### src/rtl/logic_unit_pkg.sv
`default_nettype none
// ============================================================================
// Module      : logic_unit_pkg
// Description : Shared types and parameter checks for the sequential logic unit.
// Revision    : 1.0 - initial release
// ============================================================================
package logic_unit_pkg;

  typedef enum logic [1:0] {
    LU_AND  = 2'b00,
    LU_OR   = 2'b01,
    LU_XOR  = 2'b10,
    LU_ANDN = 2'b11
  } lu_op_e;

  typedef enum logic [1:0] {
    ST_IDLE = 2'd0,
    ST_RUN  = 2'd1,
    ST_DONE = 2'd2
  } lu_state_e;

  function automatic bit lu_width_ok(input int width, input int slice);
    return (slice >= 1) && ((width % slice) == 0);
  endfunction

endpackage
`default_nettype wire

### src/rtl/logic_unit_if.sv
`default_nettype none
// ============================================================================
// Module      : logic_unit_if
// Description : Operand and result handshakes of the sequential logic unit.
// Revision    : 1.0 - initial release
// ============================================================================
interface logic_unit_if #(
  parameter int WIDTH = 64
) ();

  logic             in_valid;
  logic             in_ready;
  logic [1:0]       in_op;
  logic [WIDTH-1:0] in_a;
  logic [WIDTH-1:0] in_b;
  logic             out_valid;
  logic             out_ready;
  logic [WIDTH-1:0] out_result;
  logic             out_zf;
  logic             out_sf;
  logic             out_of;
  logic             busy;

  modport master (
    output in_valid, in_op, in_a, in_b, out_ready,
    input  in_ready, out_valid, out_result, out_zf, out_sf, out_of, busy
  );

  modport slave (
    input  in_valid, in_op, in_a, in_b, out_ready,
    output in_ready, out_valid, out_result, out_zf, out_sf, out_of, busy
  );

endinterface
`default_nettype wire

### src/rtl/lu_slice.sv
`default_nettype none
// ============================================================================
// Module      : lu_slice
// Description : Combinational SLICE-bit AND/OR/XOR/ANDN built from per-bit gates.
// Revision    : 1.0 - initial release
// ============================================================================
module lu_slice
  import logic_unit_pkg::*;
#(
  parameter int SLICE = 16
) (
  input  lu_op_e           op,
  input  logic [SLICE-1:0] a,
  input  logic [SLICE-1:0] b,
  output logic [SLICE-1:0] y
);

  for (genvar i = 0; i < SLICE; i++) begin : g_bit
    assign y[i] = (op == LU_AND) ? (a[i] &  b[i]) :
                  (op == LU_OR)  ? (a[i] |  b[i]) :
                  (op == LU_XOR) ? (a[i] ^  b[i]) :
                                   (a[i] & ~b[i]);
  end

endmodule
`default_nettype wire

### src/rtl/logic_unit_seq.sv
`default_nettype none
// ============================================================================
// Module      : logic_unit_seq
// Description : Multi-cycle bitwise logic unit, one SLICE per cycle, Y86 flags.
// Revision    : 1.0 - initial release
// ============================================================================
module logic_unit_seq
  import logic_unit_pkg::*;
#(
  parameter int WIDTH = 64,
  parameter int SLICE = 16
) (
  input  logic         clk,
  input  logic         rst_n,
  logic_unit_if.slave  bus
);

  localparam int NSLICE = WIDTH / SLICE;
  localparam int IDXW   = (NSLICE > 1) ? $clog2(NSLICE) : 1;

  if (!lu_width_ok(WIDTH, SLICE)) begin : g_bad_width
    $error("logic_unit_seq: WIDTH must be a positive multiple of SLICE");
  end

  lu_state_e        r_state;
  lu_state_e        w_next;
  logic [WIDTH-1:0] r_a;
  logic [WIDTH-1:0] r_b;
  lu_op_e           r_op;
  logic [WIDTH-1:0] r_result;
  logic [IDXW-1:0]  r_idx;
  logic             r_zacc;
  logic             r_zf;
  logic             r_sf;
  logic             r_of;

  int               w_base;
  logic [SLICE-1:0] w_a_slice;
  logic [SLICE-1:0] w_b_slice;
  logic [SLICE-1:0] w_slice;
  logic             w_slice_zero;
  logic             w_last;

  assign w_base       = int'(r_idx) * SLICE;
  assign w_a_slice    = r_a[w_base +: SLICE];
  assign w_b_slice    = r_b[w_base +: SLICE];
  assign w_slice_zero = (w_slice == '0);
  assign w_last       = (r_idx == IDXW'(NSLICE - 1));

  lu_slice #(.SLICE(SLICE)) u_slice (
    .op (r_op),
    .a  (w_a_slice),
    .b  (w_b_slice),
    .y  (w_slice)
  );

  always_ff @(posedge clk or negedge rst_n) begin
    if (!rst_n) r_state <= ST_IDLE;
    else        r_state <= w_next;
  end

  always_comb begin
    w_next = r_state;
    case (r_state)
      ST_IDLE: if (bus.in_valid)  w_next = ST_RUN;
      ST_RUN:  if (w_last)        w_next = ST_DONE;
      ST_DONE: if (bus.out_ready) w_next = ST_IDLE;
      default:                    w_next = ST_IDLE;
    endcase
  end

  always_comb begin
    bus.in_ready  = (r_state == ST_IDLE);
    bus.out_valid = (r_state == ST_DONE);
    bus.busy      = (r_state != ST_IDLE);
  end

  // Flags are registered together with the final slice so they stay aligned
  // with out_result for the whole DONE interval.
  always_ff @(posedge clk or negedge rst_n) begin
    if (!rst_n) begin
      r_a      <= '0;
      r_b      <= '0;
      r_op     <= LU_AND;
      r_result <= '0;
      r_idx    <= '0;
      r_zacc   <= 1'b0;
      r_zf     <= 1'b0;
      r_sf     <= 1'b0;
      r_of     <= 1'b0;
    end else begin
      r_of <= 1'b0;
      case (r_state)
        ST_IDLE: begin
          if (bus.in_valid) begin
            r_a      <= bus.in_a;
            r_b      <= bus.in_b;
            r_op     <= lu_op_e'(bus.in_op);
            r_result <= '0;
            r_idx    <= '0;
            r_zacc   <= 1'b1;
          end
        end
        ST_RUN: begin
          r_result[w_base +: SLICE] <= w_slice;
          r_zacc                    <= r_zacc & w_slice_zero;
          if (w_last) begin
            r_zf <= r_zacc & w_slice_zero;
            r_sf <= w_slice[SLICE-1];
          end else begin
            r_idx <= r_idx + 1'b1;
          end
        end
        default: ;
      endcase
    end
  end

  assign bus.out_result = r_result;
  assign bus.out_zf     = r_zf;
  assign bus.out_sf     = r_sf;
  assign bus.out_of     = r_of;

endmodule
`default_nettype wire

### src/flat_wrapper.sv
// flat-port wrapper written by rule: the top's interface ports become plain ports
module logic_unit_seq_flat import logic_unit_pkg::*;
#(
  parameter int WIDTH = 64,
  parameter int SLICE = 16
)
  (clk, rst_n, bus_in_valid, bus_in_op, bus_in_a, bus_in_b, bus_out_ready, bus_in_ready, bus_out_valid, bus_out_result, bus_out_zf, bus_out_sf, bus_out_of, bus_busy);
  logic_unit_if #(.WIDTH(WIDTH)) bus_i ();
  input  logic clk;
  input  logic rst_n;
  input wire logic [$bits(bus_i.in_valid)-1:0] bus_in_valid;
  input wire logic [$bits(bus_i.in_op)-1:0] bus_in_op;
  input wire logic [$bits(bus_i.in_a)-1:0] bus_in_a;
  input wire logic [$bits(bus_i.in_b)-1:0] bus_in_b;
  input wire logic [$bits(bus_i.out_ready)-1:0] bus_out_ready;
  output wire logic [$bits(bus_i.in_ready)-1:0] bus_in_ready;
  output wire logic [$bits(bus_i.out_valid)-1:0] bus_out_valid;
  output wire logic [$bits(bus_i.out_result)-1:0] bus_out_result;
  output wire logic [$bits(bus_i.out_zf)-1:0] bus_out_zf;
  output wire logic [$bits(bus_i.out_sf)-1:0] bus_out_sf;
  output wire logic [$bits(bus_i.out_of)-1:0] bus_out_of;
  output wire logic [$bits(bus_i.busy)-1:0] bus_busy;
  assign bus_i.in_valid = bus_in_valid;
  assign bus_i.in_op = bus_in_op;
  assign bus_i.in_a = bus_in_a;
  assign bus_i.in_b = bus_in_b;
  assign bus_i.out_ready = bus_out_ready;
  assign bus_in_ready = bus_i.in_ready;
  assign bus_out_valid = bus_i.out_valid;
  assign bus_out_result = bus_i.out_result;
  assign bus_out_zf = bus_i.out_zf;
  assign bus_out_sf = bus_i.out_sf;
  assign bus_out_of = bus_i.out_of;
  assign bus_busy = bus_i.busy;
  logic_unit_seq #(.WIDTH(WIDTH), .SLICE(SLICE)) u_core (.clk(clk), .rst_n(rst_n), .bus(bus_i));
endmodule
### config.mk
export PLATFORM = sky130hd
export DESIGN_NAME = logic_unit_seq_flat
export DESIGN_NICKNAME = d
export VERILOG_FILES = /design/src/rtl/logic_unit_pkg.sv /design/src/rtl/logic_unit_if.sv /design/src/rtl/lu_slice.sv /design/src/rtl/logic_unit_seq.sv /design/src/flat_wrapper.sv
export SDC_FILE = /design/constraint.sdc
export NUM_CORES = 1
export LEC_CHECK = 0
export ABC_AREA = 1
export BUFFER_PORTS_ARGS = -buffer_cell sky130_fd_sc_hd__buf_2
export CORE_UTILIZATION = 60
export DETAILED_ROUTE_END_ITERATION = 8
export PLACE_DENSITY = 0.86
export SLEW_MARGIN = 10
export SYNTH_ARGS = -nofsm -noshare
export SYNTH_HDL_FRONTEND = slang
export SYNTH_SLANG_ARGS = --single-unit
### constraint.sdc
create_clock -name clk -period 3.9 [get_ports clk]
set_input_delay 0.195 -clock clk [delete_from_list [all_inputs] [get_ports clk]]
set_output_delay 0.195 -clock clk [all_outputs]
set_load 0.1 [all_outputs]
# ---- Word level (Yosys, flattened, before mapping)
# Cells that the tools add are included.
dict set report word_totals {
  inputBits 134
  register_bits 201
  output_inout_bits 70
}
dict set report classes {
  shifts 4
  n_addsub 2
  bitwise 81
  n_eq_ne 9
  n_reduce_logical 10
  mux 60
}
# cell n
set op_table {}
lappend op_table {{one-hot mux 64 bit (2 select lines)} 1}
lappend op_table {{indexed part select 64 x 7 -> 16 bit} 2}
lappend op_table {{bitwise mux 64 bit} 1}
lappend op_table {{two-way mux 64 bit} 1}
lappend op_table {{variable shift 16 x 33 -> 64 bit, first input constant} 1}
lappend op_table {{indexed part select 16 x 33 -> 64 bit} 1}
lappend op_table {{two-way mux 1 bit} 49}
lappend op_table {{bitwise AND 1 bit} 33}
lappend op_table {{negator 6 -> 33 bit} 1}
lappend op_table {{zero test 16 bit} 1}
lappend op_table {{inverter 1 bit} 16}
lappend op_table {{OR 1 bit} 16}
lappend op_table {{XOR 1 bit} 16}
lappend op_table {{two-way mux 2 bit} 5}
lappend op_table {{== test 2 bit, second input constant} 3}
lappend op_table {{inequality test 2 bit, second input constant} 3}
lappend op_table {{one-hot mux 2 bit (3 select lines)} 1}
lappend op_table {{AND reduction 2 bit} 3}
lappend op_table {{AND reduction 3 bit} 2}
lappend op_table {{== test 2 x 1 -> 1 bit, second input constant} 2}
lappend op_table {{zero test 2 bit} 2}
lappend op_table {{one-hot mux 2 bit (2 select lines)} 1}
lappend op_table {{nonzero test 2 bit} 2}
lappend op_table {{adder 2 x 1 -> 2 bit, second input constant} 1}
lappend op_table {{other kinds (2)} 2}

# ---- Depth between registers and ports, before layout
dict set report depth {
  word_depth 9
  mapped_depth 20
  ltp_nobuf 17
}

# ---- Modules after synthesis
# A second synthesis with hierarchy kept.
dict set report unflattened {
  hier_cells 1278
  hier_area_um2 10084.7
}
# module cells_each seq_area_each_um2 area_per_inst_um2 instances
set by_module_without_submodules {}
lappend by_module_without_submodules {logic_unit_seq 1059 5029.8 8762.2 1}
lappend by_module_without_submodules {lu_slice 219 0.0 1322.5 1}

# ---- Least setup slack after synthesis
# Ideal clock, no wire load.
dict set report synth_timing {
  kind {reg-to-reg}
  from {reg u_core.r_state[1]}
  to {reg u_core.r_result[10] (netlist: u_core.bus.out_result[10])}
  setup_time_ns 0.141
  t_required_ns 3.759
  slack_ns 0.986
  path_stages_with_launch 6
  arrival_ns 2.773
  path_cell_list {dfrtp_1 > nor2_1 > nand2_1 > o21ai_1 > buf_2 > o22ai_1}
}
dict set report synth_via {
  elab_chain_len 3
  word_cells_on_any_way 6
  classes_between {eq/ne (2); mux (1); reduce/logical (3)}
}
# element line
set synth_lines {}
lappend synth_lines {{start: declaration} logic_unit_seq.sv:25} ;# lu_state_e r_state;
lappend synth_lines {{start signal: assignment} logic_unit_seq.sv:59} ;# else r_state <= w_next;
lappend synth_lines {{zero test 2 bit *} n/a}
lappend synth_lines {{net bus_in_ready} flat_wrapper.sv:16} ;# output wire logic [$bits(bus_i.in_ready)-1:0] bus_in_ready;
lappend synth_lines {{inequality test 2 bit (no line) or nonzero test 2 bit (tied branches)} n/a}
lappend synth_lines {{AND reduction 2 bit (no line)} n/a}
lappend synth_lines {{end signal: indexed assignment} logic_unit_seq.sv:105} ;# r_result[w_base +: SLICE] <= w_slice;
lappend synth_lines {{end: declaration} logic_unit_seq.sv:30} ;# logic [WIDTH-1:0] r_result;
# Mark *: on every way through the listed nets, which the timed path passes. The rest lies on a longest branch.
# A chain may end at the register's enable or synchronous reset.

# ---- Worst setup path after layout
dict set report layout_timing {
  from {reg u_core.r_idx[0]}
  to {reg u_core.r_zf (netlist: u_core.bus.out_zf)}
}
dict set report layout_via {
  elab_chain_len 8
  word_cells_on_any_way 134
  classes_between {eq/ne (1); shift (2); mux (48); bitwise (81); reduce/logical (2)}
}
# element line
set layout_lines {}
lappend layout_lines {{start: declaration} logic_unit_seq.sv:31} ;# logic [IDXW-1:0] r_idx;
lappend layout_lines {{start signal: assignment} logic_unit_seq.sv:111} ;# r_idx <= r_idx + 1'b1;
lappend layout_lines {{indexed part select 64 x 7 -> 16 bit} logic_unit_seq.sv:46} ;# assign w_b_slice = r_b[w_base +: SLICE];
lappend layout_lines {{inverter 1 bit} lu_slice.sv:22} ;# (a[i] & ~b[i]);
lappend layout_lines {{bitwise AND 1 bit} lu_slice.sv:22}
lappend layout_lines {{two-way mux 1 bit} lu_slice.sv:21} ;# (op == LU_XOR) ? (a[i] ^ b[i]) :
lappend layout_lines {{two-way mux 1 bit} lu_slice.sv:20} ;# (op == LU_OR) ? (a[i] | b[i]) :
lappend layout_lines {{two-way mux 1 bit} lu_slice.sv:19} ;# assign y[i] = (op == LU_AND) ? (a[i] & b[i]) :
lappend layout_lines {{zero test 16 bit} logic_unit_seq.sv:47} ;# assign w_slice_zero = (w_slice == '0);
lappend layout_lines {{bitwise AND 1 bit} logic_unit_seq.sv:108} ;# r_zf <= r_zacc & w_slice_zero;
lappend layout_lines {{end signal: assignment} logic_unit_seq.sv:108}
lappend layout_lines {{end: declaration} logic_unit_seq.sv:33} ;# logic r_zf;
# Parallel ways exist; a longest one is shown, timed or not.

==> impl_metrics.toml <==
[timing]
tightest_slew_ps = 845.7
slew_violations = 0
skew_ps = 8.800
timing.fmax_mhz = 318.4
slew_headroom = 0.4362
fin_crit_ps = 3141
finalWorstSetupSlack_ps = 759.0
period_share = 0.8054
hold_viol_final = 0
setup_tns_ps = 0
rsz0062_at_grt = "no"
setup_violations = 0

[floorplan]
rows = 46
die-area_sq_um = 17250
core_sq_um = 16120
start_util = 0.6229
die_w_um = 131.3
die_y_um = 131.3
top_level_ports = 204

[power]
p_int_uw = 5916
ir_worst_vdd_mv = 0.7369
power_frac_clock = 0.169
pwr_density_cell_nw_per_um2 = 949.6
pwr-share-comb = 0.540
power_leakage_uw = 0.007089
seqPwrFrac = 0.291
power_switching_uw = 6589
swShare = 0.5269

[finish]
nets = 1741
fillers = 923
regArea_sq_um = 5031
syn_to_final_growth_pct = 31.19
multiInputGateArea_sq_um = 4370
diodes = 0
fin_area_sq_um = 13170
drive_above_1_share = 0.1690
finalNonFillerCells = 1784

[placed_design]
dp_slack_ps = 960.1
place_inst = 1616
place_hpwl_um = 19320
port_buffers = 202
placed_area_sq_um = 11140
gp_routability_congestion = 0.9275

[run]
max_cap_violations = 0

[global_routing]
antenna_found_initial = 0
grt_max_degree = 100
grtUsageTotal = 0.3965
met1_usage = 0.4874
grt_pass1_wl_um = 53810
first_global_vias = 10180
met3_usage = 0.07369
grt_busiest_layer = "met2"
met2_usage = 0.6634
grt_overflow_total = 0

[route]
drc = 0
ant_nets = 0
firstDrtPassIters = 6
via_per_inst = 5.872
routed_wirelength_um = 33890
num_vias = 10480
routedWlPerCell_um = 19.00
dr.first_iter.drc_count = 1231

[logic_synthesis]
synth_top_cell_area_share = 0.5011
syn-num-nets = 1443
synth.area.mux_share = 0
synth-compound-area-share = 0.08912
synthSimpleGateAreaFrac = 0.2803
ys_types = 30
synth_xor_area_frac = 0
yosysWarnings = 0
synth_area_per_cell_sq_um = 7.986
yosysSeqAreaShare = 0.5011
synth_top_family_by_area = "simple AND/OR/NAND/NOR gates"
synth_common_cells = "nand2_1 (589), dfrtp_1 (201), inv_1 (80), nand3_1 (68), ha_1 (52)"
synth_fa_ha_area_frac = 0.06481
netlist_instances = 1257
synthArstFlopShare = 1.000
yosys.area.top_type = "dfrtp_1"
synth.most_common_cell = "nand2_1"
ys_ff_latch = 201
synth-edff-count = 0
syn_area_sq_um = 10040
synth_flop_cell = "dfrtp_1"
netlist_top_cells_area = "dfrtp_1 (50%), nand2_1 (22%), ha_1 (6.5%)"

[setup_path]
critPathLaunchType = "flop"
crit_required_ps = 4330
crit_type = "flop to flop"
end_kind = "flop"
cp_max_fo = 82
crit_arrival_ps = 3570

[clock_tree]
cts.sinks = 201
clock_latency_ps = 500
cts_htree_levels = 1
postCtsSetupRepairBufs = 0
cts_buffer_depth = 3
cts-root-buf = "clkbuf_16"
cts_tree = "done"
cts_buffers = 21
cts.clk_slew.worst_paths_ps = 60

[hold_path]
worstHoldPathType = "input pin to async pin"

[status]
run_status = "finished, final reports clean"
timing repair:
item,CTS,global route
endpoints found under the hold margin,228,0
gates resized for setup,0,0
hold buffers,132,0
worst paths after layout:
| path | from | end | slack [ps] | depth (start not counted) |
|---|---|---|---|---|
| worst max register to register | u_core.r_idx[0] | u_core.bus.out_zf | 760 | 16 |
| worst min register to register | u_core.r_b[35] | u_core.r_b[35] | 490 | 2 |
| worst max-delay path | u_core.r_idx[0] | u_core.bus.out_zf | 760 | 16 |
| worst min-delay path | rst_n | u_core.bus.out_result[14] | 320 | 2 |
| min in group clk | bus_in_valid | u_core.r_a[50] | 350 | 4 |
| max in group asynchronous | rst_n | u_core.r_b[2] | 2640 | 3 |
registers in the layout, summed over array words and instances, names as in the netlist:
register,cells
u_core.bus.out_result,64
u_core.bus.out_sf,1
u_core.bus.out_zf,1
u_core.r_a,64
u_core.r_b,64
u_core.r_idx,2
u_core.r_op,2
u_core.r_state,2
u_core.r_zacc,1
worst max-delay path, cell delays in order (launching register included):
cell     delay [ps]
dfrtp_2         360
buf_4           660
nand2_1         140
a32oi_1         540
inv_1           140
ha_1            300
nand3_1          90
nand2_1          60
inv_1            50
nand2_1          70
nand2_1         110
nand2_1          60
nor2_1          110
nand2_1          60
nor2_1          130
nand3_1         100
nand2_1          60
power by group through the flow:
stage                     clock network, uW  logic [uW]  registers [uW]
after floorplan                           0        3540            4820
after global placement                    0        6220            3570
after detailed placement                  0        6380            3590
after CTS                              2080        6540            3580
after global routing                   2190        7320            3700
final                                  2110        6750            3640
cells by family after synthesis:
logic type | Yosys count
simple gates | 704
flops | 201
buf+inv | 158
compound gates | 141
fa+ha+maj | 52
other cells | 1
area by class of cell:
class                           instances  area share
Sequential cell                       201      0.3820
Multi-Input combinational cell        898      0.3319
Timing Repair Buffer                  349      0.1873
Clock buffer                           28     0.04494
Inverter                               84     0.02432
Tap cell                              216     0.02052
Clock inverter                          8    0.009026
stage by stage:
| stage | utilization | hold slack [ps] | total power [uW] |
|---|---|---|---|
| after global placement | 0.6911 | 313.6 | 9787 |
| after global routing | 0.8172 | 362.9 | 13200 |
| final | 0.8172 | 323.1 | 12510 |
| after floorplan | - | -100.6 | 8362 |
| after CTS | 0.8172 | 328.1 | 12200 |
| after detailed placement | 0.6911 | 314.5 | 9971 |
layer usage:
metal / part of all wire / wire length (um)
met1: 0.36 / 12370
met2: 0.48 / 16170
met3: 0.098 / 3306
met4: 0.060 / 2046
met5: 0 / 0
placed cells by master (no fill, tap or decap), drive strengths merged:
cell         Yosys  layout
bufinv           0       3
or2              2       2
a32oi           32      32
clkbuf          43      29
dlygate4sd3      0     132
a21oi           34      34
o22ai           16      16
inv             83      85
nand2          591     591
o21ai           41      41
o31ai           17      17
clkinv           1       4
ha              52      52
dfrtp          201     201
buf             31     216
a21boi           1       1
nand4           16      16
conb             1       1
nor2            27      27
nand3           68      68
(Power assumes the default switching activity.)
